[src/rtl/pot_scan_ctrl.sv]
// pot_scan_ctrl: round-robin A2D conversion scheduler for the six slide pots.
// Issues one conversion at a time to the SPI A2D master, keeps the latest
// 12-bit result per pot, and starts a fresh scan SCAN_GAP clocks after the
// previous one ends.
module pot_scan_ctrl #(
  parameter int SCAN_GAP = 4096,
  parameter int TIMEOUT  = 1024
) (
  input  logic        clk,
  input  logic        rst_n,
  input  logic        en,
  output logic        strt_cnv,
  output logic [2:0]  chnnl,
  input  logic        cnv_cmplt,
  input  logic [11:0] res,
  output logic [11:0] LP,
  output logic [11:0] B1,
  output logic [11:0] B2,
  output logic [11:0] B3,
  output logic [11:0] HP,
  output logic [11:0] VOL,
  output logic        scan_done,
  output logic        timeout_err
);

  localparam int GW = (SCAN_GAP > 1) ? $clog2(SCAN_GAP) : 1;
  localparam int TW = (TIMEOUT > 1) ? $clog2(TIMEOUT) : 1;
  localparam logic [GW-1:0] GAP_RELOAD = GW'(SCAN_GAP - 1);
  localparam logic [TW-1:0] TO_RELOAD  = TW'(TIMEOUT - 1);
  localparam logic [2:0]    LAST_IDX   = 3'd5;

  typedef enum logic [1:0] {
    IDLE,
    START,
    WAIT,
    STORE
  } state_e;

  state_e         state_q, state_d;
  logic [2:0]     idx_q, idx_d;
  logic [GW-1:0]  gap_q, gap_d;
  logic [TW-1:0]  to_q, to_d;
  logic           strt_q, strt_d;
  logic [2:0]     chnnl_q, chnnl_d;
  logic           done_q, done_d;
  logic           terr_q, terr_d;
  logic [11:0]    pot_q [6];
  logic [11:0]    pot_d [6];

  // Slot order on the A2D mux: LP, B1, B2, B3, HP, VOL.
  function automatic logic [2:0] slot_chnnl(input logic [2:0] idx);
    logic [2:0] ch;
    case (idx)
      3'd0:    ch = 3'd1;
      3'd1:    ch = 3'd0;
      3'd2:    ch = 3'd4;
      3'd3:    ch = 3'd2;
      3'd4:    ch = 3'd3;
      3'd5:    ch = 3'd7;
      default: ch = 3'd1;
    endcase
    return ch;
  endfunction

  // Next-state, counter and result-capture logic for the scan sequencer.
  always_comb begin
    // NOTE: every signal gets its hold value first so no path leaves one
    // unassigned; a missing default here would infer a latch.
    state_d = state_q;
    idx_d   = idx_q;
    gap_d   = gap_q;
    to_d    = to_q;
    done_d  = 1'b0;
    terr_d  = terr_q;
    pot_d   = pot_q;

    case (state_q)
      IDLE: begin
        if (!en) begin
          gap_d = GAP_RELOAD;
        end else if (gap_q == '0) begin
          state_d = START;
        end else begin
          gap_d = gap_q - 1'b1;
        end
      end
      START: begin
        to_d    = to_q - 1'b1;
        state_d = WAIT;
      end
      WAIT: begin
        // Completion wins over a timeout landing on the same cycle.
        if (cnv_cmplt) begin
          for (int i = 0; i < 6; i++) begin
            if (idx_q == 3'(i)) pot_d[i] = res;
          end
          state_d = STORE;
        end else if (to_q == '0) begin
          terr_d  = 1'b1;
          state_d = STORE;
        end else begin
          to_d = to_q - 1'b1;
        end
      end
      STORE: begin
        if (idx_q == LAST_IDX || !en) begin
          done_d  = (idx_q == LAST_IDX);
          idx_d   = 3'd0;
          gap_d   = GAP_RELOAD;
          state_d = IDLE;
        end else begin
          idx_d   = idx_q + 3'd1;
          state_d = START;
        end
      end
      default: state_d = IDLE;
    endcase

    // The timeout counter holds TIMEOUT-1 during the strt_cnv cycle, so that
    // cycle is the first of the TIMEOUT clocks allowed for the conversion.
    if (state_d == START) to_d = TO_RELOAD;

    strt_d  = (state_d == START);
    chnnl_d = slot_chnnl(idx_d);
  end

  // State and registered outputs.
  always_ff @(posedge clk or negedge rst_n) begin
    if (!rst_n) begin
      state_q <= IDLE;
      idx_q   <= 3'd0;
      gap_q   <= GAP_RELOAD;
      to_q    <= TO_RELOAD;
      strt_q  <= 1'b0;
      chnnl_q <= 3'd1;
      done_q  <= 1'b0;
      terr_q  <= 1'b0;
      // NOTE: the pot registers are architectural outputs that must read zero
      // after reset, so this small storage array is reset like any flop.
      pot_q   <= '{default: '0};
    end else begin
      // NOTE: non-blocking updates so every flop samples pre-edge values.
      state_q <= state_d;
      idx_q   <= idx_d;
      gap_q   <= gap_d;
      to_q    <= to_d;
      strt_q  <= strt_d;
      chnnl_q <= chnnl_d;
      done_q  <= done_d;
      terr_q  <= terr_d;
      pot_q   <= pot_d;
    end
  end

  assign strt_cnv    = strt_q;
  assign chnnl       = chnnl_q;
  assign scan_done   = done_q;
  assign timeout_err = terr_q;
  assign LP          = pot_q[0];
  assign B1          = pot_q[1];
  assign B2          = pot_q[2];
  assign B3          = pot_q[3];
  assign HP          = pot_q[4];
  assign VOL         = pot_q[5];

endmodule

[config.mk]
export PLATFORM = sky130hd
export DESIGN_NAME = pot_scan_ctrl
export DESIGN_NICKNAME = d
export VERILOG_FILES = /design/src/rtl/pot_scan_ctrl.sv
export SDC_FILE = /design/constraint.sdc
export NUM_CORES = 1
export LEC_CHECK = 0
export ABC_AREA = 1
export BUFFER_PORTS_ARGS = -buffer_cell sky130_fd_sc_hd__clkbuf_2
export CORE_MARGIN = 5
export CORE_UTILIZATION = 55
export CTS_BUF_LIST = sky130_fd_sc_hd__clkbuf_2 sky130_fd_sc_hd__clkbuf_4 sky130_fd_sc_hd__clkbuf_8
export DETAILED_ROUTE_END_ITERATION = 10
export GPL_ROUTABILITY_DRIVEN = 1
export PLACE_DENSITY = 0.8
export SYNTH_ARGS = -nofsm -noshare
export SYNTH_HDL_FRONTEND = slang
export SYNTH_SLANG_ARGS = --single-unit
[constraint.sdc]
create_clock -name clk -period 2.9 [get_ports clk]
set_clock_uncertainty 0.05 [all_clocks]
set_input_delay 0.145 -clock clk [delete_from_list [all_inputs] [get_ports clk]]
set_output_delay 0.145 -clock clk [all_outputs]
set_load 0.01 [all_outputs]
Word-level counts from Yosys, hierarchy flattened

Index checks and enable logic that the tools add are counted.

Register bits after elaboration: 105
Bits of input ports: 16
Output and inout port bits: 78
Word-level logic and storage cells: 72

Add/subtract/negate cells: 3
Eq/ne operators: 18
Muxes and demuxes: 19
Bitwise operators: 1
Reduce and logical (&&, ||, !) cells: 17

Operators by type and width:

| kind                                                                   | count |
|---|---|
| 12-bit two-way mux                                                     | 3 |
| 10-bit two-way mux                                                     | 3 |
| 3-bit AND reduction                                                    | 9 |
| 12-bit one-hot mux with 2 select lines                                 | 1 |
| 10-bit one-hot mux with 2 select lines                                 | 1 |
| 3-bit one-hot mux with 5 select lines                                  | 1 |
| 3-bit by 2-bit equality test with 1-bit output (second input constant) | 4 |
| 3-bit equality test (second input constant)                            | 4 |
| 12-bit zero test                                                       | 1 |
| 12-bit by 1-bit subtractor with 12-bit output (second input constant)  | 1 |
| 10-bit zero test                                                       | 1 |
| 10-bit by 1-bit subtractor with 10-bit output (second input constant)  | 1 |
| 3-bit != test (second input constant)                                  | 3 |
| 2-bit two-way mux                                                      | 4 |
| 2-bit one-hot mux with 4 select lines                                  | 1 |
| 3-bit by 1-bit equality test with 1-bit output (second input constant) | 2 |
| 3-bit two-way mux                                                      | 2 |
| 2-bit by 1-bit equality test with 1-bit output (second input constant) | 2 |
| 2-bit equality test (second input constant)                            | 2 |
| 3-bit by 1-bit adder with 3-bit output (second input constant)         | 1 |
| 3-bit zero test                                                        | 1 |
| 1-bit two-way mux                                                      | 3 |
| 3-bit nonzero test                                                     | 1 |
| 2-bit zero test                                                        | 1 |
| 5 further kinds                                                        | 5 |

Depth between registers and ports, before layout

Word-level depth: 7
Mapped depth: 11
Depth with buffers taken out: 11

Worst setup path before layout

OpenSTA, ideal clock, no wires.

Kind: reg-to-reg
Start: register to_q[0]
End: register to_q[6]
Setup time: 0.084 ns
Arrival: 1.513 ns
Data required time: 2.766 ns
Slack: 1.252 ns
Cell stages (with the launch flop): 10
Buffers on the path: 1
Period minus slack after synthesis: 1.648 ns
Cells stage by stage: dfstp_2 > inv_1 > ha_1 > nand2_1 > nor2_4 > nand2_2 > nand2_2 > buf_6 > o21ai_0 > nand3b_1

Cells in the longest elaborated chain, start to end: 7
Elaborated cells on any way between the ends: 14
Classes of those cells: add/sub (1); eq/ne (3); mux (7); reduce/logical (3)

RTL lines:

| what                                                                 | line | text |
|---|---|---|
| start: declaration                                                   | 42   | `logic [TW-1:0] to_q, to_d;` |
| start signal: assignment                                             | 146  | `to_q <= to_d;` |
| 10-bit zero test                                                     | 98   | `end else if (to_q == '0) begin` |
| 2-bit two-way mux                                                    | 98   |  |
| 2-bit two-way mux                                                    | 93   | `if (cnv_cmplt) begin` |
| 2-bit one-hot mux with 4 select lines                                | 77   | `case (state_q)` |
| 2-bit by 1-bit equality test with 1-bit output                       | 121  | `if (state_d == START) to_d = TO_RELOAD;` |
| 3-bit != test (no source line) or 3-bit nonzero test (tied branches) | --   |  |
| 3-bit AND reduction (no source line)                                 | --   |  |

Parallel ways exist; a longest one is shown, timed or not. The select of a mux whose other input is x is not followed.
A chain may end at the register's enable or synchronous reset.

Final worst setup path

Start: register state_q[0]
End: register pot_q, in the netlist B2[0]

Cells in the longest elaborated chain, start to end: 2

RTL lines:

| what                                 | line | text |
|---|---|---|
| start: declaration                   | 39   | `state_e state_q, state_d;` |
| start signal: assignment             | 143  | `state_q <= state_d;` |
| 2-bit equality test                  | 77   |  |
| 3-bit AND reduction (no source line) | --   |  |
| end signal: assignment               | 151  | `pot_q <= pot_d;` |
| end: declaration                     | 47   | `logic [11:0] pot_q [6];` |

No other way between the ends.

==> results.py <==
metrics = {
    "status": {
        "outcome": "complete, no violations",
    },
    "synth": {
        "async_flop_share_pct": 100.0,
        "synth_cell_types": 34,
        "syn_area_per_cell_um2": 9.200,
        "synth.largest_area_cell": "dfrtp_1",
        "yosysSeqAreaShare_pct": 57.86,
        "synth_edf_count": 0,
        "synthCells": 499,
        "yosysWarnings": 0,
        "synth_ff_type": "dfrtp_1",
        "synth_area_um2": 4591,
        "synth_top_area_share_pct": 44.70,
        "synth-seq-cells": 105,
        "synthTopCellsByArea": "dfrtp_1 45%, dfstp_2 13%, nand2_1 8.9%, o21ai_0 6.7%, nor2_1 4.6%",
        "synthesis.nets": 526,
    },
    "timing": {
        "setup-violations-final": 0,
        "report.final.slew_viol_count": 0,
        "max_freq_mhz": 499.5,
        "tightest_slew_ps": 676.1,
        "hold_violations": 0,
        "finalCritPeriodShare_pct": 69.03,
        "maxSlewHeadroom_pct": 54.82,
        "tns_ps": 0,
        "setup_ws_ps": 898.2,
        "period_minus_slack_ps": 2002,
        "rsz0062_at_grt": "no",
    },
    "layout": {
        "syn_to_final_growth_pct": 16.82,
        "seq_area_um2": 2656,
        "nFillCells": 676,
        "final_nets": 622,
        "layout_common_cells": "109 x nand2_1, 92 x clkbuf_2, 82 x dfrtp_1",
        "multi_input_area_um2": 1669,
        "diodes": 0,
        "drive_above_1_share_pct": 27.67,
        "mostFrequentLayoutCell": "nand2_1",
    },
    "global_route": {
        "grt_max_degree": 45,
        "grt_pass1_wl_um": 17020,
        "grt_pass1_vias": 3612,
        "antenna_found_initial": 0,
        "grt-ovfl-total": 0,
        "globalRouteTotalUtil_pct": 21.14,
    },
    "routing": {
        "wl_per_cell_um": 14.29,
        "drc": 0,
        "ant_nets": 0,
        "drtPass1Iterations": 5,
        "wl_um": 10080,
        "vias": 3646,
        "vias_per_cell": 5.172,
        "drtIter0Drc": 203,
    },
    "clocking": {
        "clock_latency_ps": 360,
        "cts.clk_slew.worst_paths_ps": 110,
        "clockRootBuffer": "clkbuf_8",
        "post_cts_resize_count": 0,
        "cts_inserted_buffers": 9,
        "cts_buffer_depth": 2,
        "cts_tree": "done",
        "cts_max_level": 3,
        "clock_sinks": 105,
    },
    "floorplanning": {
        "die_w_um": 101.4,
        "coreArea_um2": 8175,
        "die-height_um": 101.4,
        "start_util_pct": 56.15,
        "num_rows": 33,
        "die_area_um2": 10270,
        "ios": 94,
    },
    "critical_path": {
        "crit_top_cell": "nand2_1",
        "regToRegSetupSlack_ps": 900,
        "slowest_delay_ps": 450,
        "crit_buf_inv": 1,
        "rr_worst_depth": 7,
        "crit_cells": 7,
        "worst_setup_path_start_kind": "register",
        "critical_path_arrival_ps": 2170,
        "cp_slowest_cell": "nand2_1",
        "path_delay_family": "simple AND/OR/NAND/NOR gates",
        "critPathKind": "register to register",
        "crit_required_ps": 3070,
        "critPathMaxFanout": 24,
        "worstSetupEndpointType": "register",
        "crit_chain": "inv_1 > ha_1 > nand2_1 > nor2_1 > nand2_1 > nand2_1 > o21ai_0",
    },
    "run": {
        "maxCapViolCount": 0,
    },
    "placement": {
        "place_ws_ps": 962.4,
        "dp_hpwl_um": 7727,
        "portBuffers": 93,
        "finalWeightedCongestion": 0.9212,
    },
    "min_path": {
        "hold_class": "input pin to register",
        "hold_depth": 3,
    },
    "pwr": {
        "p_leak_uw": 0.002753,
        "ir_drop_mv": 0.5420,
        "pwr_density_cell_nw_per_um2": 1051,
    },
}
[area by class of cell]
type,instances,share of cell area (%)
Sequential cell,105,49.53
Multi-Input combinational cell,330,31.12
Timing Repair Buffer,100,9.799
Inverter,49,3.430
Tap cell,105,2.450
Clock buffer,9,2.310
Clock inverter,7,1.353
[metrics by stage]
stage	std cells	util, %	hold WS [ps]	total power, uW	area, um^2
final	705	65.60	64.21	5634	5363
after global routing	705	65.60	58.90	6106	5363
after CTS	705	65.60	66.01	5682	5363
after detailed placement	687	62.95	116.0	4810	5146
after global placement	687	62.95	113.3	4685	5146
after floorplan	499	-	-200.6	3970	4591
[registers in the layout, indices dropped and copies added, names as in the netlist, 10 cells and up]
| name | flops |
|---|---|
| gap_q | 12 |
| to_q | 10 |
| B3 | 12 |
| HP | 12 |
| B1 | 12 |
| B2 | 12 |
| LP | 12 |
| VOL | 12 |
[worst min-delay path, delay by kind of cell]
family	cells	cell delay [ps]
buffers and inverters	2	160
AOI/OAI and AO/OA	1	140
[where the power goes]
group          leakage [uW]  switching (uW)  internal (uW)
logic               0.00135            1410            849
registers           0.00130             372           2130
clock network      0.000100             538            336
total               0.00275            2320           3310
[final timing paths]
kind | from | endpoint
max in group asynchronous | rst_n | to_q[0]
setup / recovery | state_q[0] | B2[0]
setup reg to reg | state_q[0] | B2[0]
min in group asynchronous | rst_n | LP[2]
hold / removal | res[7] | VOL[7]
hold reg to reg | gap_q[11] | gap_q[11]
[what timing repair did]
item                      4_1_cts  5_1_grt
buffers inserted                0        0
hold buffers                    2        0
hold endpoints to repair       36        0
[cell usage after synthesis (all sizes together) (2+ instances only)]
cell type and instances:
nand2 116, dfrtp 82, o21ai 67, nor2 66
inv 49, a21oi 29, dfstp 23, nand3 21
ha 11, buf 10, clkbuf 5, nor3 4
xor2 4, nand4 2, o22ai 2, xnor2 2
[metal layers]
layer,track usage [%],share of wire (%),up-vias
met2,35.11,50,104
li1,-,-,1791
met3,7.231,7.3,14
met5,0,0,-
met4,6.033,1.3,0
met1,26.41,42,1737
[cell families after synthesis]
family | count (synthesis) | share of synthesized area (%)
AND/OR/NAND/NOR | 210 | 20.33
flip-flops | 105 | 57.86
AO/OA/AOI/OAI | 103 | 11.88
buffers and inverters | 64 | 5.778
adder cells (fa/ha/maj) | 11 | 2.998
XOR/XNOR | 6 | 1.145
(Power assumes the default switching activity.)
